## src/rtl/mvm_engine_arbiter.sv

```systemverilog
// Round-robin session arbiter that shares one matrix-vector engine between N
// requesters, with a watchdog that resets the engine when a computation hangs.
module mvm_engine_arbiter #(
  parameter int N       = 2,
  parameter int B       = 8,
  parameter int TIMEOUT = 64
) (
  input  logic           clk,
  input  logic           reset,
  input  logic [N-1:0]   req,
  output logic [N-1:0]   gnt,
  input  logic [N-1:0]   cmd_load_matrix,
  input  logic [N-1:0]   cmd_load_vector,
  input  logic [N-1:0]   cmd_start,
  input  logic [N*B-1:0] req_data,
  output logic [N-1:0]   done_o,
  output logic [N-1:0]   err_o,
  output logic [2*B-1:0] resp_data,
  output logic           eng_load_matrix,
  output logic           eng_load_vector,
  output logic           eng_start,
  output logic [B-1:0]   eng_data_in,
  output logic           eng_reset,
  input  logic           eng_done,
  input  logic [2*B-1:0] eng_data_out
);
  localparam int IW = $clog2(N);
  localparam int WW = $clog2(TIMEOUT + 1);

  typedef enum logic [1:0] {IDLE, OWNED, DRAIN, ABORT} state_t;

  state_t        state;
  logic [IW-1:0] owner;
  logic [IW-1:0] rr;
  logic          busy;
  logic [WW-1:0] wd;

  logic [IW-1:0] pick;
  logic [IW-1:0] idx;
  logic          pick_valid;
  logic [N-1:0]  owner_oh;
  logic [B-1:0]  owner_data;
  logic          fwd_en;
  logic          busy_next;
  logic          timeout;

  // Round-robin search starting at rr; the first requester found wins.
  // NOTE: every always_comb output gets a default first so no latch is inferred.
  always_comb begin
    pick       = '0;
    idx        = '0;
    pick_valid = 1'b0;
    for (int i = 0; i < N; i++) begin
      idx = IW'((int'(rr) + i) % N);
      if (!pick_valid && req[idx]) begin
        pick       = idx;
        pick_valid = 1'b1;
      end
    end
  end

  always_comb begin
    owner_data = '0;
    for (int i = 0; i < N; i++) begin
      if (owner == IW'(i)) owner_data = req_data[i*B +: B];
    end
  end

  assign owner_oh = N'(1) << owner;

  // Commands are combinational so the data word stays aligned with its strobe.
  assign fwd_en          = (state == OWNED) && gnt[owner] && !busy;
  assign eng_load_matrix = fwd_en && cmd_load_matrix[owner];
  assign eng_load_vector = fwd_en && cmd_load_vector[owner];
  assign eng_start       = fwd_en && cmd_start[owner];
  assign eng_data_in     = (|gnt) ? owner_data : '0;

  assign done_o    = ((state == OWNED || state == DRAIN) && eng_done) ? owner_oh : '0;
  assign resp_data = eng_data_out;
  assign eng_reset = reset || (state == ABORT);

  // A done arriving in the timeout cycle completes the job instead of aborting.
  assign busy_next = (busy && !eng_done) || eng_start;
  assign timeout   = busy && !eng_done && (wd == WW'(TIMEOUT));

  // NOTE: sequential state uses non-blocking assignments so every register
  // samples the pre-edge values regardless of statement order.
  always_ff @(posedge clk) begin
    if (reset) begin
      state <= IDLE;
      owner <= '0;
      rr    <= '0;
      busy  <= 1'b0;
      wd    <= '0;
      gnt   <= '0;
      err_o <= '0;
    end else begin
      err_o <= '0;
      busy  <= busy_next;
      if (!busy_next)               wd <= '0;
      else if (wd != WW'(TIMEOUT))  wd <= wd + 1'b1;

      case (state)
        IDLE: begin
          if (pick_valid) begin
            owner <= pick;
            gnt   <= N'(1) << pick;
            rr    <= (pick == IW'(N - 1)) ? '0 : pick + IW'(1);
            state <= OWNED;
          end
        end
        OWNED: begin
          if (timeout) begin
            state <= ABORT;
            gnt   <= '0;
            err_o <= owner_oh;
            busy  <= 1'b0;
            wd    <= '0;
          end else if (!req[owner]) begin
            gnt   <= '0;
            state <= busy_next ? DRAIN : IDLE;
          end
        end
        DRAIN: begin
          if (eng_done) begin
            state <= IDLE;
          end else if (timeout) begin
            state <= ABORT;
            err_o <= owner_oh;
            busy  <= 1'b0;
            wd    <= '0;
          end
        end
        ABORT: begin
          state <= IDLE;
        end
        default: state <= IDLE;
      endcase
    end
  end
endmodule

```

## config.mk

```make
export PLATFORM = sky130hd
export DESIGN_NAME = mvm_engine_arbiter
export DESIGN_NICKNAME = d
export VERILOG_FILES = /design/src/rtl/mvm_engine_arbiter.sv
export SDC_FILE = /design/constraint.sdc
export NUM_CORES = 1
export LEC_CHECK = 0
export BUFFER_PORTS_ARGS = -buffer_cell sky130_fd_sc_hd__clkbuf_2
export CAP_MARGIN = 0
export CORE_UTILIZATION = 42
export DETAILED_ROUTE_END_ITERATION = 7
export PLACE_DENSITY = 0.87
export SETUP_SLACK_MARGIN = 0.5
export SYNTH_ARGS = -nofsm -noshare
export SYNTH_HDL_FRONTEND = slang
export SYNTH_SLANG_ARGS = --single-unit
```

## constraint.sdc

```tcl
create_clock -name clk -period 2.2 [get_ports clk]
set_clock_uncertainty 0.15 [all_clocks]
set_input_delay 0.22 -clock clk [delete_from_list [all_inputs] [get_ports clk]]
set_output_delay 0.22 -clock clk [all_outputs]
set_load 0.02 [all_outputs]
```

; ---- After elaboration in Yosys (flattened, before gate mapping)
; Index checks and enable logic that the tools add are counted.
[word_totals]
regBits = 16
inputBits = 43
out_inout_bits = 34
word_cells = 88
[classes]
add_sub_neg = 3
magnitude_cmp = 3
eq_ne = 8
n_shift = 2
muxes = 44
n_reduce_logical = 21
[ops]
columns = op, count
row1 = two-way mux 7 bit, 4
row2 = two-way mux 2 bit, 12
row3 = two-way mux 1 bit, 21
row4 = two-way mux 8 bit, 2
row5 = one-hot mux 7 bit (2 select lines), 1
row6 = logical AND 1 bit, 9
row7 = one-hot mux 2 bit (2 select lines), 2
row8 = one-hot mux 2 bit (4 select lines), 1
row9 = adder 7 x 1 -> 7 bit (second input constant), 1
row10 = equality test 7 bit (second input constant), 1
row11 = inequality test 7 bit (second input constant), 1
row12 = < comparator 1 x 2 -> 1 bit (second input constant), 3
row13 = inequality test 3 bit (second input constant), 2
row14 = AND reduction 3 bit, 2
row15 = equality test 2 bit (second input constant), 2
row16 = left shift 1 x 1 -> 2 bit (first input constant), 2
row17 = logical NOT 1 bit, 3
row18 = logical OR 1 bit, 3
row19 = adder 1 bit (second input constant), 2
row20 = equality test 2 x 1 -> 1 bit (second input constant), 1
row21 = logical NOT 2 bit, 1
row22 = inequality test 2 bit (second input constant), 1
row23 = one-hot mux 1 bit (2 select lines), 1
row24 = AND reduction 2 bit, 1
row25 = 2 further kinds, 2

; ---- Depth between registers and ports, before layout
[depth]
depth_word = 10
depth_mapped = 6

; ---- Worst setup path before layout
; OpenSTA, ideal clock, no wires.
[synth_timing]
path_type = register to register
from = register state[0]
to = register state[0]
setup_ns = 0.119
arrival_time_ns = 1.457
required_ns = 1.931
path_slack_ns = 0.475
path_stages_with_launch = 6
n_path_buf = 0
period_less_slack_ns = 1.725
path_cell_list = dfxtp_1 > inv_1 > ha_1 > or3b_2 > a21boi_0 > o221a_2
[synth_via]
elab_chain_cells = 3
elab_cells_between_ends = 9
classes_between = 6 x eq/ne / 1 x mux / 2 x reduce/logical
[synth_rtl]
columns = element, line_no
row1 = start: declaration, 32  ; state_t state;
row2 = start signal: assignment, 121  ; state <= busy_next ? DRAIN : IDLE;
row3 = "equality test 2 bit, or another cell as far along", 103  ; case (state)
row4 = inequality test 3 bit (no line) or inequality test 2 bit (tied branches), -
row5 = AND reduction 3 bit (no line), -
; Several ways; a longest one is shown, not always the timed one.
; A chain may end at the register's enable or synchronous reset.

; ---- Final worst setup path
[layout_timing]
from = register owner
to = output eng_load_matrix
[layout_via]
elab_chain_cells = 5
elab_cells_between_ends = 7
classes_between = 4 x mux / 3 x reduce/logical
[layout_rtl]
columns = element, line_no
row1 = start: declaration, 33  ; logic [IW-1:0] owner;
row2 = start signal: assignment, 106  ; owner <= pick;
row3 = two-way mux 1 bit (implied by the code) (2 in series), 72  ; assign fwd_en = (state == OWNED) && gnt[owner] && !busy;
row4 = logical AND 1 bit (2 in series), 72
row5 = logical AND 1 bit *, 73  ; assign eng_load_matrix = fwd_en && cmd_load_matrix[owner];
row6 = end: declaration, 19  ; output logic eng_load_matrix,
; Mark *: on every way between the ends. The rest lies on a longest branch, timed or not. The select of a mux whose other input is x is not followed.

==> flow_metrics.tcl <==
set metrics [dict create \
    drt_drc_violations_left 0 \
    period_share_pct 80.8 \
    vdd_ir_drop_max_mv 0.409 \
    grt.total_usage_pct 18.9 \
    synth_edf_count 0 \
    syn_to_final_growth_pct 32.8 \
    num_antenna_cells 0 \
    max_cap_viol_count 0 \
    dieHeight_um 54.6 \
    cts_num_sinks 16 \
    ys.flop_type "sky130_fd_sc_hd__dfxtp_1" \
    starting_density_of_the_core_pct 45.6 \
    regArea_um2 332 \
    whs_path_depth 2 \
    setup_tns_ps 0 \
    rows 18 \
    worst_ep_arrival_time_ps 1410 \
    clkTransAtPathRegs_ps 100 \
    dr_total_vias 1107 \
    clock_latency_ps 310 \
    globalRouteOverflowTotal 0 \
    pre_cts_ws_ps 426 \
    power_density_mw_per_mm2 536 \
    detailedRoute.firstPassIterationCount 4 \
    port_buffers 44 \
    grt_start_max_net_pins 12 \
    via_per_inst 5.20 \
    finalWorstSetupSlack_ps 423 \
    first_iter_violations 18 \
    syn_nets 192 \
    synth_common_cells "28 x sky130_fd_sc_hd__nor2_1, 17 x sky130_fd_sc_hd__buf_4, 16 x sky130_fd_sc_hd__dfxtp_1, 12 x sky130_fd_sc_hd__mux2i_1, 11 x sky130_fd_sc_hd__nand2_1" \
    avgSynthCellArea_um2 8.12 \
    leading_cell_type_by_number_of_instances_after_synthesis "sky130_fd_sc_hd__nor2_1" \
    routed_wirelength_um 3060 \
    syn_inst 143 \
    cts_hold_repair.buffers 0 \
    globalplace.congestion 0.840 \
    grt_pass1_wl_um 4000 \
    multi_input_comb_area_um2 737 \
    worst-path-max-fanout 6 \
    grt_antenna_before_repair 0 \
    endpoint_kind "primary output" \
    timing.critical_path.cells "mux2_4 -> nand3b_1 -> nor2_1 -> buf_4" \
    p_leak_nw 0.668 \
    num_io_pins 77 \
    floorplan.die.width_um 54.6 \
    critical_path.slowest_cell "sky130_fd_sc_hd__dfxtp_4" \
    cts_inserted_buffers 3 \
    antenna_violating_nets_post_route 0 \
    ff2ff_setup_slack_ps 480 \
    worst_min_delay_path_category "primary input to flop" \
    finalSetupViolations 0 \
    post_route_cells_drive_above_1_share_pct 45.9 \
    grt_pass1_vias 1023 \
    core_region_area_mm2 0.00254 \
    fillerInstances 235 \
    dominant_cell_type_by_area_after_synthesis "sky130_fd_sc_hd__dfxtp_1" \
    fmaxAchievable_mhz 563 \
    clock_tree.buffer_depth 2 \
    place.detailed.hpwl_um 2160 \
    synth_largest_type_area_fraction_pct 27.6 \
    detail_route.wl_per_cell_um 14.4 \
    crit_cells 4 \
    final_hold_violation_count 0 \
    tritoncts "done" \
    r2r.worst_path.cells 7 \
    status "completed" \
    ys_seq_elements 16 \
    crit_path_start_kind "flop" \
    seq_area_frac_synth_pct 27.6 \
    synthesis.area_mm2 0.00116 \
    critical_path_class "flop to primary output" \
    critical-path-max-stage-delay_ps 420 \
    critPathTopFamily "flip-flops" \
    synth.top_cells.by_area "sky130_fd_sc_hd__dfxtp_1 28%, sky130_fd_sc_hd__buf_4 11%, sky130_fd_sc_hd__mux2i_1 10%" \
    postSynth.asyncResetShare_pct 0 \
    final_nets 233 \
    cp.required_ps 1830 \
    place.detailed.instances 199 \
    final_max_slew_viol_count 0 \
    final.min_clock_period_ps 1780 \
    cp_num_buf_inv 1 \
    clock-root-buffer "sky130_fd_sc_hd__clkbuf_4" \
    synth.lib_cells_used.distinct 32 \
    cts_htree_levels 1 \
    stdcell_count 213 \
    design.die.area_mm2 0.00298 \
    max_slew.worst_pin.slew_ps 321 \
    grt_setup_unrepaired "yes" \
    synth_warnings 0 \
    timing.slew.headroom_pct 78.0 \
]
worst register-to-register path, cell delays in order (launching register included):
cell and delay, ps:
sky130_fd_sc_hd__dfxtp_2 350, sky130_fd_sc_hd__inv_4 80, sky130_fd_sc_hd__ha_4 160, sky130_fd_sc_hd__inv_4 40, sky130_fd_sc_hd__buf_4 140, sky130_fd_sc_hd__o2bb2ai_1 320
sky130_fd_sc_hd__a21boi_2 110, sky130_fd_sc_hd__o221a_2 270
power breakdown:
group	internal [mW]	switching, mW
Clock	0.101	0.112
Combinational	0.145	0.149
Sequential	0.302	0.0175
per-stage QoR:
step | power, mW | instance area (µm²) | util (%) | hold slack (ps)
3_5_place_dp | 0.538 | 1300 | 51.0 | 290
2_1_floorplan | 0.510 | 1170 | - | 269
3_3_place_gp | 0.533 | 1300 | 51.0 | 290
5_1_grt | 0.854 | 1540 | 60.6 | 133
6_report | 0.827 | 1540 | 60.6 | 106
4_1_cts | 0.776 | 1450 | 56.8 | 93.0
final cells by class:
| cell class | count | area share (%) |
|---|---|---|
| Sequential cell | 16 | 21.5 |
| Clock buffer | 4 | 2.35 |
| Inverter | 9 | 2.52 |
| Tap cell | 30 | 2.44 |
| Timing Repair Buffer | 55 | 23.4 |
| Multi-Input combinational cell | 99 | 47.8 |
registers in the layout, summed over array words and instances, names as in the netlist:
register  flops
wd            7
busy          1
err_o         2
gnt           2
rr            1
state         2
owner         1
cell usage in the layout (no fill, tap or decap), types with 2 or more instances in the layout:
master	n
sky130_fd_sc_hd__dfxtp_2	3
sky130_fd_sc_hd__ha_4	2
sky130_fd_sc_hd__xor2_1	3
sky130_fd_sc_hd__o21ai_0	2
sky130_fd_sc_hd__nand3_1	4
sky130_fd_sc_hd__buf_2	4
sky130_fd_sc_hd__nor2_1	27
sky130_fd_sc_hd__dfxtp_1	11
sky130_fd_sc_hd__nor4b_4	2
sky130_fd_sc_hd__ha_1	3
sky130_fd_sc_hd__clkbuf_2	32
sky130_fd_sc_hd__inv_1	6
sky130_fd_sc_hd__buf_6	2
sky130_fd_sc_hd__dfxtp_4	2
sky130_fd_sc_hd__nor4_1	2
sky130_fd_sc_hd__mux2i_1	11
sky130_fd_sc_hd__buf_4	15
sky130_fd_sc_hd__a21oi_1	8
sky130_fd_sc_hd__clkbuf_4	3
sky130_fd_sc_hd__xnor2_1	3
sky130_fd_sc_hd__inv_4	2
sky130_fd_sc_hd__nand2_1	10
sky130_fd_sc_hd__o21ai_1	2
cell families (layout without fill, tap and decap cells):
kind of cell | after synthesis | after routing | share of synthesized area, %
and+or+nand+nor | 53 | 53 | 23.6
buffers and inverters | 28 | 68 | 14.7
AOI/OAI and AO/OA | 21 | 21 | 11.9
DFF | 16 | 16 | 27.6
muxes | 13 | 13 | 11.3
adders and majority gates | 6 | 6 | 6.47
xor gates and xnor gates | 6 | 6 | 4.53
worst paths after layout:
kind | startpoint | end
setup / recovery | owner | eng_load_matrix
hold / removal | reset | owner
setup reg to reg | state[1] | state[0]
hold reg to reg | wd[1] | wd[1]
layer usage:
layer	part of all wire (%)	vias up	track usage, %
li1	-	551	-
met1	36	493	16.3
met2	55	58	41.0
met3	8.2	5	3.06
met4	1.1	0	6.84
met5	0	-	0
repair_timing:
| action | CTS | global route |
|---|---|---|
| gates cloned | 0 | 1 |
| gates resized for setup | 21 | 30 |
| hold endpoints to repair | 0 | 0 |
| setup endpoints to repair | 22 | 23 |
| pin swaps | 4 | 3 |
| buffers inserted | 7 | 2 |
(Power assumes the default switching activity.)
